===== config.mk =====
export PLATFORM = sky130hd
export DESIGN_NAME = rs_codeword_framer
export DESIGN_NICKNAME = d
export VERILOG_FILES = /design/src/rtl/rs_stream_pkg.sv /design/src/rtl/rs_framer_mem.sv /design/src/rtl/rs_codeword_framer.sv
export SDC_FILE = /design/constraint.sdc
export NUM_CORES = 1
export LEC_CHECK = 0
export CAP_MARGIN = 20
export CORE_MARGIN = 5
export CORE_UTILIZATION = 56
export CTS_CLUSTER_SIZE = 40
export DETAILED_ROUTE_END_ITERATION = 16
export PLACE_DENSITY_LB_ADDON = 0.2
export SLEW_MARGIN = 20
export SYNTH_ARGS = -nofsm -noshare
export SYNTH_HDL_FRONTEND = slang
export SYNTH_SLANG_ARGS = --single-unit

===== constraint.sdc =====
create_clock -name clk -period 2.7 [get_ports clk]
set_input_delay 0.81 -clock clk [delete_from_list [all_inputs] [get_ports clk]]
set_output_delay 0.81 -clock clk [all_outputs]
set_load 0.02 [all_outputs]

===== src/rtl/rs_stream_pkg.sv =====
// rs_stream_pkg: shared defaults, derived sizes and FSM state type for the RS codeword framer
package rs_stream_pkg;
    localparam int def_word_length = 8;
    localparam int def_n = 15;
    localparam int def_k = 11;
    localparam int def_idx_w = $clog2(def_n);
    localparam int def_depth = 2 * def_n;
    typedef enum logic {st_idle, st_send} framer_state_t;
endpackage


===== src/rtl/rs_framer_mem.sv =====
// rs_framer_mem: depth x word_length symbol store, one synchronous write port, one asynchronous read port
// Ports: clk; we/waddr/wdata write port; raddr/rdata combinational read port.
module rs_framer_mem
    import rs_stream_pkg::*;
#(
    parameter int word_length = def_word_length,
    parameter int depth = def_depth,
    parameter int aw = $clog2(depth)
) (
    input  logic                   clk,
    input  logic                   we,
    input  logic [aw-1:0]          waddr,
    input  logic [word_length-1:0] wdata,
    input  logic [aw-1:0]          raddr,
    output logic [word_length-1:0] rdata
);
    logic [word_length-1:0] mem [depth];
    always_ff @(posedge clk)
        if (we) mem[waddr] <= wdata;
    assign rdata = mem[raddr];
endmodule


===== src/rtl/rs_codeword_framer.sv =====
// rs_codeword_framer: store-and-forward framer buffering up to two n-symbol codewords
// Ports: clk; rst (asynchronous, active-low); i_valid/i_symbol/o_in_ready upstream side;
//   o_valid/o_symbol/o_start_codeword/o_end_codeword/i_consume downstream side.
// Define RS_FRAMER_ABORT_EN to add i_abort, which drops the partial codeword being written.
module rs_codeword_framer
    import rs_stream_pkg::*;
#(
    parameter int word_length = def_word_length,
    parameter int n = def_n,
    parameter int k = def_k
) (
    input  logic                   clk,
    input  logic                   rst,
`ifdef RS_FRAMER_ABORT_EN
    input  logic                   i_abort,
`endif
    input  logic                   i_valid,
    input  logic [word_length-1:0] i_symbol,
    output logic                   o_in_ready,
    output logic                   o_valid,
    output logic [word_length-1:0] o_symbol,
    output logic                   o_start_codeword,
    output logic                   o_end_codeword,
    input  logic                   i_consume
);
    localparam int iw = $clog2(n);
    localparam int depth = 2 * n;
    localparam int pw = $clog2(depth);
    localparam int ow = $clog2(depth + 1);
    if (k >= n || k < 1) begin : g_bad_k
        $error("rs_codeword_framer: k must satisfy 1 <= k < n");
    end
    framer_state_t state;
    logic [pw-1:0] wr_ptr, rd_ptr;
    logic [iw-1:0] wr_idx, rd_idx;
    logic [1:0] cw_cnt;
    logic [ow-1:0] occ;
    logic [word_length-1:0] rd_data;
    logic wr, rd, cw_done, cw_read, abort;
`ifdef RS_FRAMER_ABORT_EN
    assign abort = i_abort;
`else
    assign abort = 1'b0;
`endif
    assign o_in_ready = occ < ow'(depth);
    assign o_valid = state == st_send;
    assign wr = i_valid && o_in_ready && !abort;
    assign rd = o_valid && i_consume;
    assign cw_done = wr && wr_idx == iw'(n - 1);
    assign cw_read = rd && rd_idx == iw'(n - 1);
    assign o_symbol = o_valid ? rd_data : '0;
    assign o_start_codeword = o_valid && rd_idx == '0;
    assign o_end_codeword = o_valid && rd_idx == iw'(n - 1);
    rs_framer_mem #(.word_length(word_length), .depth(depth)) u_mem (
        .clk(clk), .we(wr), .waddr(wr_ptr), .wdata(i_symbol), .raddr(rd_ptr), .rdata(rd_data)
    );
    // A codeword completing this cycle counts immediately, so SEND starts the cycle after
    // the n-th write and a codeword finishing on the read side can roll straight into it.
    always_ff @(posedge clk or negedge rst)
        if (!rst) begin
            state <= st_idle;
            wr_ptr <= '0;
            rd_ptr <= '0;
            wr_idx <= '0;
            rd_idx <= '0;
            cw_cnt <= '0;
            occ <= '0;
        end else begin
            if (abort) begin
                wr_idx <= '0;
                wr_ptr <= (wr_ptr >= pw'(wr_idx)) ? wr_ptr - pw'(wr_idx) : wr_ptr + pw'(depth) - pw'(wr_idx);
            end else if (wr) begin
                wr_idx <= cw_done ? '0 : wr_idx + iw'(1);
                wr_ptr <= (wr_ptr == pw'(depth - 1)) ? '0 : wr_ptr + pw'(1);
            end
            if (rd) begin
                rd_idx <= cw_read ? '0 : rd_idx + iw'(1);
                rd_ptr <= (rd_ptr == pw'(depth - 1)) ? '0 : rd_ptr + pw'(1);
            end
            occ <= occ + ow'(wr) - ow'(rd) - (abort ? ow'(wr_idx) : ow'(0));
            cw_cnt <= cw_cnt + 2'(cw_done) - 2'(cw_read);
            state <= (state == st_idle) ? ((cw_cnt != '0 || cw_done) ? st_send : st_idle)
                                        : ((cw_read && cw_cnt == 2'd1 && !cw_done) ? st_idle : st_send);
        end
endmodule


======== Word level (Yosys, flattened, before mapping) ========
Memories as Yosys holds them, arrays and structs flattened.
Index checks and enable logic that the tools add are counted.
W data, S select, Z words.
word-level totals
  register bits ........................... 26
  logic and storage cells ................. 44
  memories ................................ 1
  output and inout port bits .............. 12
  bits in writable memories ............... 240
memories
  name       words  bits a word  rd ports  clocked after memory_dff  write ports  line                 source
  u_mem.mem  30     8            1         0                         1            rs_framer_mem.sv:17  logic [word_length-1:0] mem [depth];
cells by class
  eq/ne operators ......................... 5
  add/subtract/negate cells ............... 8
  reductions and logical operators ........ 12
  mux-type cells .......................... 10
  $lt $le $gt $ge ......................... 1
operator list
  operator               count
  $add A5 B1 Y5 const B  2
  $eq A5 B5 Y1 const B   2
  $mux W5                2
  $add A4 B1 Y4 const B  2
  $eq A4 B4 Y1 const B   2
  $logic_and A1 B1 Y1    8
  $mux W4                2
  $mux W8                1
  $add A5 B1 Y5          1
  $lt A5 B5 Y1 const B   1
  $mux W1                5
  $sub A5 B1 Y5          1
  $logic_not A4 Y1       1
  $add A2 B1 Y2          1
  $eq A2 B1 Y1 const B   1
  $reduce_bool A2 Y1     1
  $sub A2 B1 Y2          1
  $logic_not A1 Y1       1
  $logic_or A1 B1 Y1     1

======== Logic depth before layout (Yosys ltp) ========
  depth after elaboration ................. 7
  gate-level depth with buffers ........... 10

======== Cells and area by module ========
A second synthesis with hierarchy kept.
second synthesis, totals
  cell total of the unflattened synthesis .. 661
  area total of the unflattened synthesis .. 11,138.2 um^2
modules (own cells, without submodules)
  module              cells each  area an instance (um^2)  sequential area each (um^2)  instances
  rs_framer_mem       509         9,646.8                  7,206.9                      1
  rs_codeword_framer  152         1,491.4                  650.6                        1

======== Least setup slack after synthesis ========
No wires, ideal clock.
  kind .................................... in2reg
  from .................................... input i_valid
  to ...................................... register occ[4]
  cell stages on the path ................. 9
  path buffers ............................ 0
  slack ................................... -0.038 ns
  arrival ................................. 2.658 ns
  setup time .............................. 0.079 ns
  data required time ...................... 2.621 ns
  cells stage by stage .................... a21boi_1 -> inv_1 -> ha_1 -> inv_1 -> ha_1 -> fa_1 -> a21o_1 -> a21oi_1 -> xor2_1
between the ends
  cells in the longest elaborated chain, start to end .. 3
RTL lines
  element               line                      source
  start, declared       rs_codeword_framer.sv:17  input logic i_valid,
  $logic_and A1 B1 Y1   rs_codeword_framer.sv:47  assign wr = i_valid && o_in_ready && !abort;
  $add A5 B1 Y5         rs_codeword_framer.sv:80  occ <= occ + ow'(wr) - ow'(rd) - (abort ? ow'(wr_idx) : ow'(0));
  $sub A5 B1 Y5         rs_codeword_framer.sv:80
  end signal, assigned  rs_codeword_framer.sv:80
  end, declared         rs_codeword_framer.sv:37  logic [ow-1:0] occ;
No other way between the ends.
A chain may end at the register's enable or synchronous reset.

======== Worst setup path in the final report ========
  from .................................... register rd_ptr[0]
  to ...................................... output o_symbol[1]
between the ends
  cells in the longest elaborated chain, start to end .. 2
RTL lines
  element                 line                      source
  start, declared         rs_codeword_framer.sv:34  logic [pw-1:0] wr_ptr, rd_ptr;
  start signal, assigned  rs_codeword_framer.sv:78  rd_ptr <= (rd_ptr == pw'(depth - 1)) ? '0 : rd_ptr + pw'(1);
  $mem_v2 Z30 W8          --
  $mux W8                 rs_codeword_framer.sv:51  assign o_symbol = o_valid ? rd_data : '0;
  end, declared           rs_codeword_framer.sv:21  output logic [word_length-1:0] o_symbol,
No other way between the ends.

==> run summary <==
STA
- **setup total negative slack** -5.126 ns
- **worst slew margin relative to its limit** 0.7330
- **unrepaired setup endpoints after global routing** yes
- **endpoints failing hold** 0
- **actual transition at the worst max-transition pin** 0.4005 ns
- **total of endpoints with negative setup slack in the final report** 8
- **maximum frequency from static timing analysis** 0.2931 GHz
- **time the worst path needs with I/O delays and setup** 3.412 ns
- **final slew viol count** 0
- **setup ws final** -0.7117 ns
- **crit share post-route** 1.264
- **Post-Route Skew** 0.01224 ns

Detailed routing
- **DRT antenna net count** 0
- **DR DRC count** 0
- **total met3 wirelength after detailed routing** 1567 um
- **met2 WL** 11,720 um
- **first-iteration detailed-routing DRC count** 501
- **total detailed-routing wirelength** 23,850 um
- **top routing layer in use** met4
- **DRT met1 WL** 9940 um
- **average wire per standard cell** 23.92 um
- **number of vias per cell after detailed routing** 6.024
- **total via count in the routed design** 6,006
- **Pre-antenna DRT Iters** 5

Worst setup path
- **list of cells traversed by the critical path** buf_6 -> buf_16 -> buf_6 -> mux4_2 -> a22oi_1 -> a21oi_1 -> a41o_1 -> buf_6
- **Worst path most repeated cell** sky130_fd_sc_hd__buf_6
- **worst-path maximum fanout** 7
- **Buf/Inv on CP** 4
- **Slowest Stage Delay on Critical Path** 0.56 ns
- **depth of the worst register-to-register path** 10
- **crit path DAT** 2.60 ns
- **CP endpoint** o_symbol[1]
- **Crit path required time** 1.89 ns
- **critical path's slowest cell** sky130_fd_sc_hd__dfrtp_4
- **reg2reg end** occ[4]
- **Worst Path Class, Setup** flip-flop to output pin
- **critical path launch point** rd_ptr[0]
- **Critical Path Source Type** flip-flop
- **type of element capturing the critical path** output pin
- **WP depth** 8
- **slack of the worst reg-to-reg path** 0.28 ns
- **start of the worst register-to-register path** occ[1]
- **gate family responsible for the most delay along the worst path** flip-flops

Floorplanning
- **number of top-level design ports** 24
- **vertical extent of the die** 149.0 um
- **starting utilization of the core area** 0.5730
- **Std-Cell Core Area** 0.01889 mm2
- **Die Outline Area** 0.02221 mm2
- **die extent in x** 149.0 um
- **number of rows created at floorplan** 50

Logic synthesis
- **Post-synth top cells** 240 x sky130_fd_sc_hd__edfxtp_1, 55 x sky130_fd_sc_hd__mux4_2, 43 x sky130_fd_sc_hd__nand2_1, 39 x sky130_fd_sc_hd__nor2_1, 26 x sky130_fd_sc_hd__dfrtp_1
- **cells taking the most area after synthesis** sky130_fd_sc_hd__edfxtp_1 67%, sky130_fd_sc_hd__mux4_2 11%, sky130_fd_sc_hd__dfrtp_1 6.0%, sky130_fd_sc_hd__ha_1 2.3%, sky130_fd_sc_hd__nand2_1 1.5%
- **unique cell type count in the Yosys netlist** 44
- **cell with the most instances after synthesis** sky130_fd_sc_hd__edfxtp_1
- **mean cell area of the mapped netlist** 18.29 um2
- **Yosys top cell by area** sky130_fd_sc_hd__edfxtp_1
- **complex-gate fraction of the synthesized area** 0.04033
- **main combinational cell family by area after synthesis** multiplexers
- **share of synthesized area occupied by flip-flops and latches** 0.7258
- **area share of fa/ha/maj cells after synthesis** 0.02496
- **YS warnings** 0
- **count of flip-flops with a built-in enable after synthesis** 240
- **primary flip-flop cell chosen by synthesis mapping** sky130_fd_sc_hd__edfxtp_1
- **number of nets produced by synthesis** 625
- **number of instances in the synthesized netlist** 592
- **Synth Cell Area** 0.01083 mm2
- **area share of xor/xnor cells in the synthesized design** 0.007281
- **post-synthesis share of cell area spent on and, or, nand and nor gates** 0.04935
- **Seq cells post-synth** 266
- **fraction of registers with async set or reset after synthesis** 0.09774
- **area share of the largest cell type after synthesis** 0.6657
- **multiplexer area fraction after synthesis** 0.1321

Hold path
- **Hold WC Path Type** flip-flop to flip-flop

Global route
- **global-route total usage across every layer** 0.2209
- **vias in the first global route** 6,269
- **initial antenna violation count** 0
- **global-route wire length before repair** 36,650 um
- **pin count of the biggest net entering global routing** 31
- **remaining global-route overflow** 0

Clocking
- **number of buffers inserted by hold repair at cts** 0
- **clock transition at the registers of the reported paths** 0.06 ns
- **buffer type at the clock tree root** sky130_fd_sc_hd__clkbuf_16
- **count of clock tree sinks** 266
- **maximum buffer depth of the clock tree** 3
- **CTS tree** yes
- **H-tree level count** 1
- **number of buffers created by CTS** 28
- **source-to-sink clock delay at the later pin of the worst-skew pair** 0.53 ns

Placement
- **Place WS** -0.5367 ns
- **count of port buffers added during placement** 23
- **routability-driven placement congestion ratio** 0.8554
- **HPWL after DPL** 14,720 um

Power
- **total power** 13.46 mW
- **leak pwr** 4.658 nW
- **Cell Pwr Density** 1019 mW/mm2
- **worst voltage drop across the vdd grid** 742.9 uV

Status
- **result of the run** finished, violations left
- **violations in the final reports** negative setup slack

Cells and area
- **combined area of the multi-input logic cells** 0.002868 mm2
- **end-of-flow core utilization** 0.6991
- **area overhead of the layout relative to synthesis** 22.00%
- **Inserted Diodes** 0
- **combined flip-flop and latch cell area** 0.007863 mm2
- **fraction of layout instances using a drive strength above 1** 0.3338
- **Nets** 748
- **# fillers** 1,195

Flow run
- **number of violations of the max-capacitance limit** 0

## area by class of cell
| type | instances | area share |
|---|---|---|
| Clock buffer | 35 | 0.05740 |
| Clock inverter | 17 | 0.01392 |
| Inverter | 14 | 0.003978 |
| Multi-Input combinational cell | 282 | 0.2171 |
| Sequential cell | 266 | 0.5952 |
| Tap cell | 260 | 0.02463 |
| Timing Repair Buffer | 123 | 0.08771 |
## through the flow
| stage | hold WS [ns] | cells | area, um2 |
|---|---|---|---|
| floorplan | 0.4429 | 592 | 10830 |
| global placement | 0.4648 | 930 | 11960 |
| detailed placement | 0.4711 | 930 | 11960 |
| CTS | 0.4845 | 998 | 13220 |
| global route | 0.4876 | 997 | 13210 |
| finish | 0.4802 | 997 | 13210 |
## how the worst min path moves through the flow
stage | start | endpoint | slack [ns] | depth (start not counted)
final | occ[0] | occ[0] | 0.48 | 1
after global routing | occ[0] | occ[0] | 0.49 | 1
after CTS | occ[0] | occ[0] | 0.48 | 1
after detailed placement | occ[0] | occ[0] | 0.47 | 1
after global placement | wr_idx[3] | wr_idx[3] | 0.46 | 1
after floorplan | wr_idx[3] | wr_idx[3] | 0.44 | 1
## power by group
part / internal (mW) / switching, mW / total, mW
combinational: 2.11 / 2.28 / 4.39
sequential: 4.90 / 0.294 / 5.20
clock: 2.36 / 1.51 / 3.87
total: 9.38 / 4.08 / 13.5
## flip-flops by register name, indices dropped and copies added (netlist names)
register   cells
cw_cnt         2
o_valid        1
occ            5
rd_idx         4
rd_ptr         5
u_mem.mem    240
wr_idx         4
wr_ptr         5
## cells by family after synthesis
family          Yosys count
fa+ha+maj                21
xor+xnor                  9
simple gates            115
compound gates           64
flops                   266
buf+inv                  44
mux                      73
## routing by layer
layer	up-vias	track usage
li1	2597	-
met1	3134	0.3123
met2	227	0.3609
met3	48	0.03798
met4	0	0.06224
met5	-	0
## placed cells by master (no fill, tap or decap), drive strengths merged, types with 13 or more instances in the layout
cell type,count
a22oi,17
buf,109
clkbuf,36
clkinv,13
dfrtp,26
edfxtp,240
ha,20
inv,13
mux4,55
nand2,43
nor2,39
o21ai,13
## what timing repair did
item | in CTS | in global routing
setup buffers | 12 | 0
gates resized for setup | 79 | 10
endpoints found under the setup margin | 10 | 11
cloned | 4 | 0
pin swaps | 12 | 3
(Power assumes the default switching activity.)
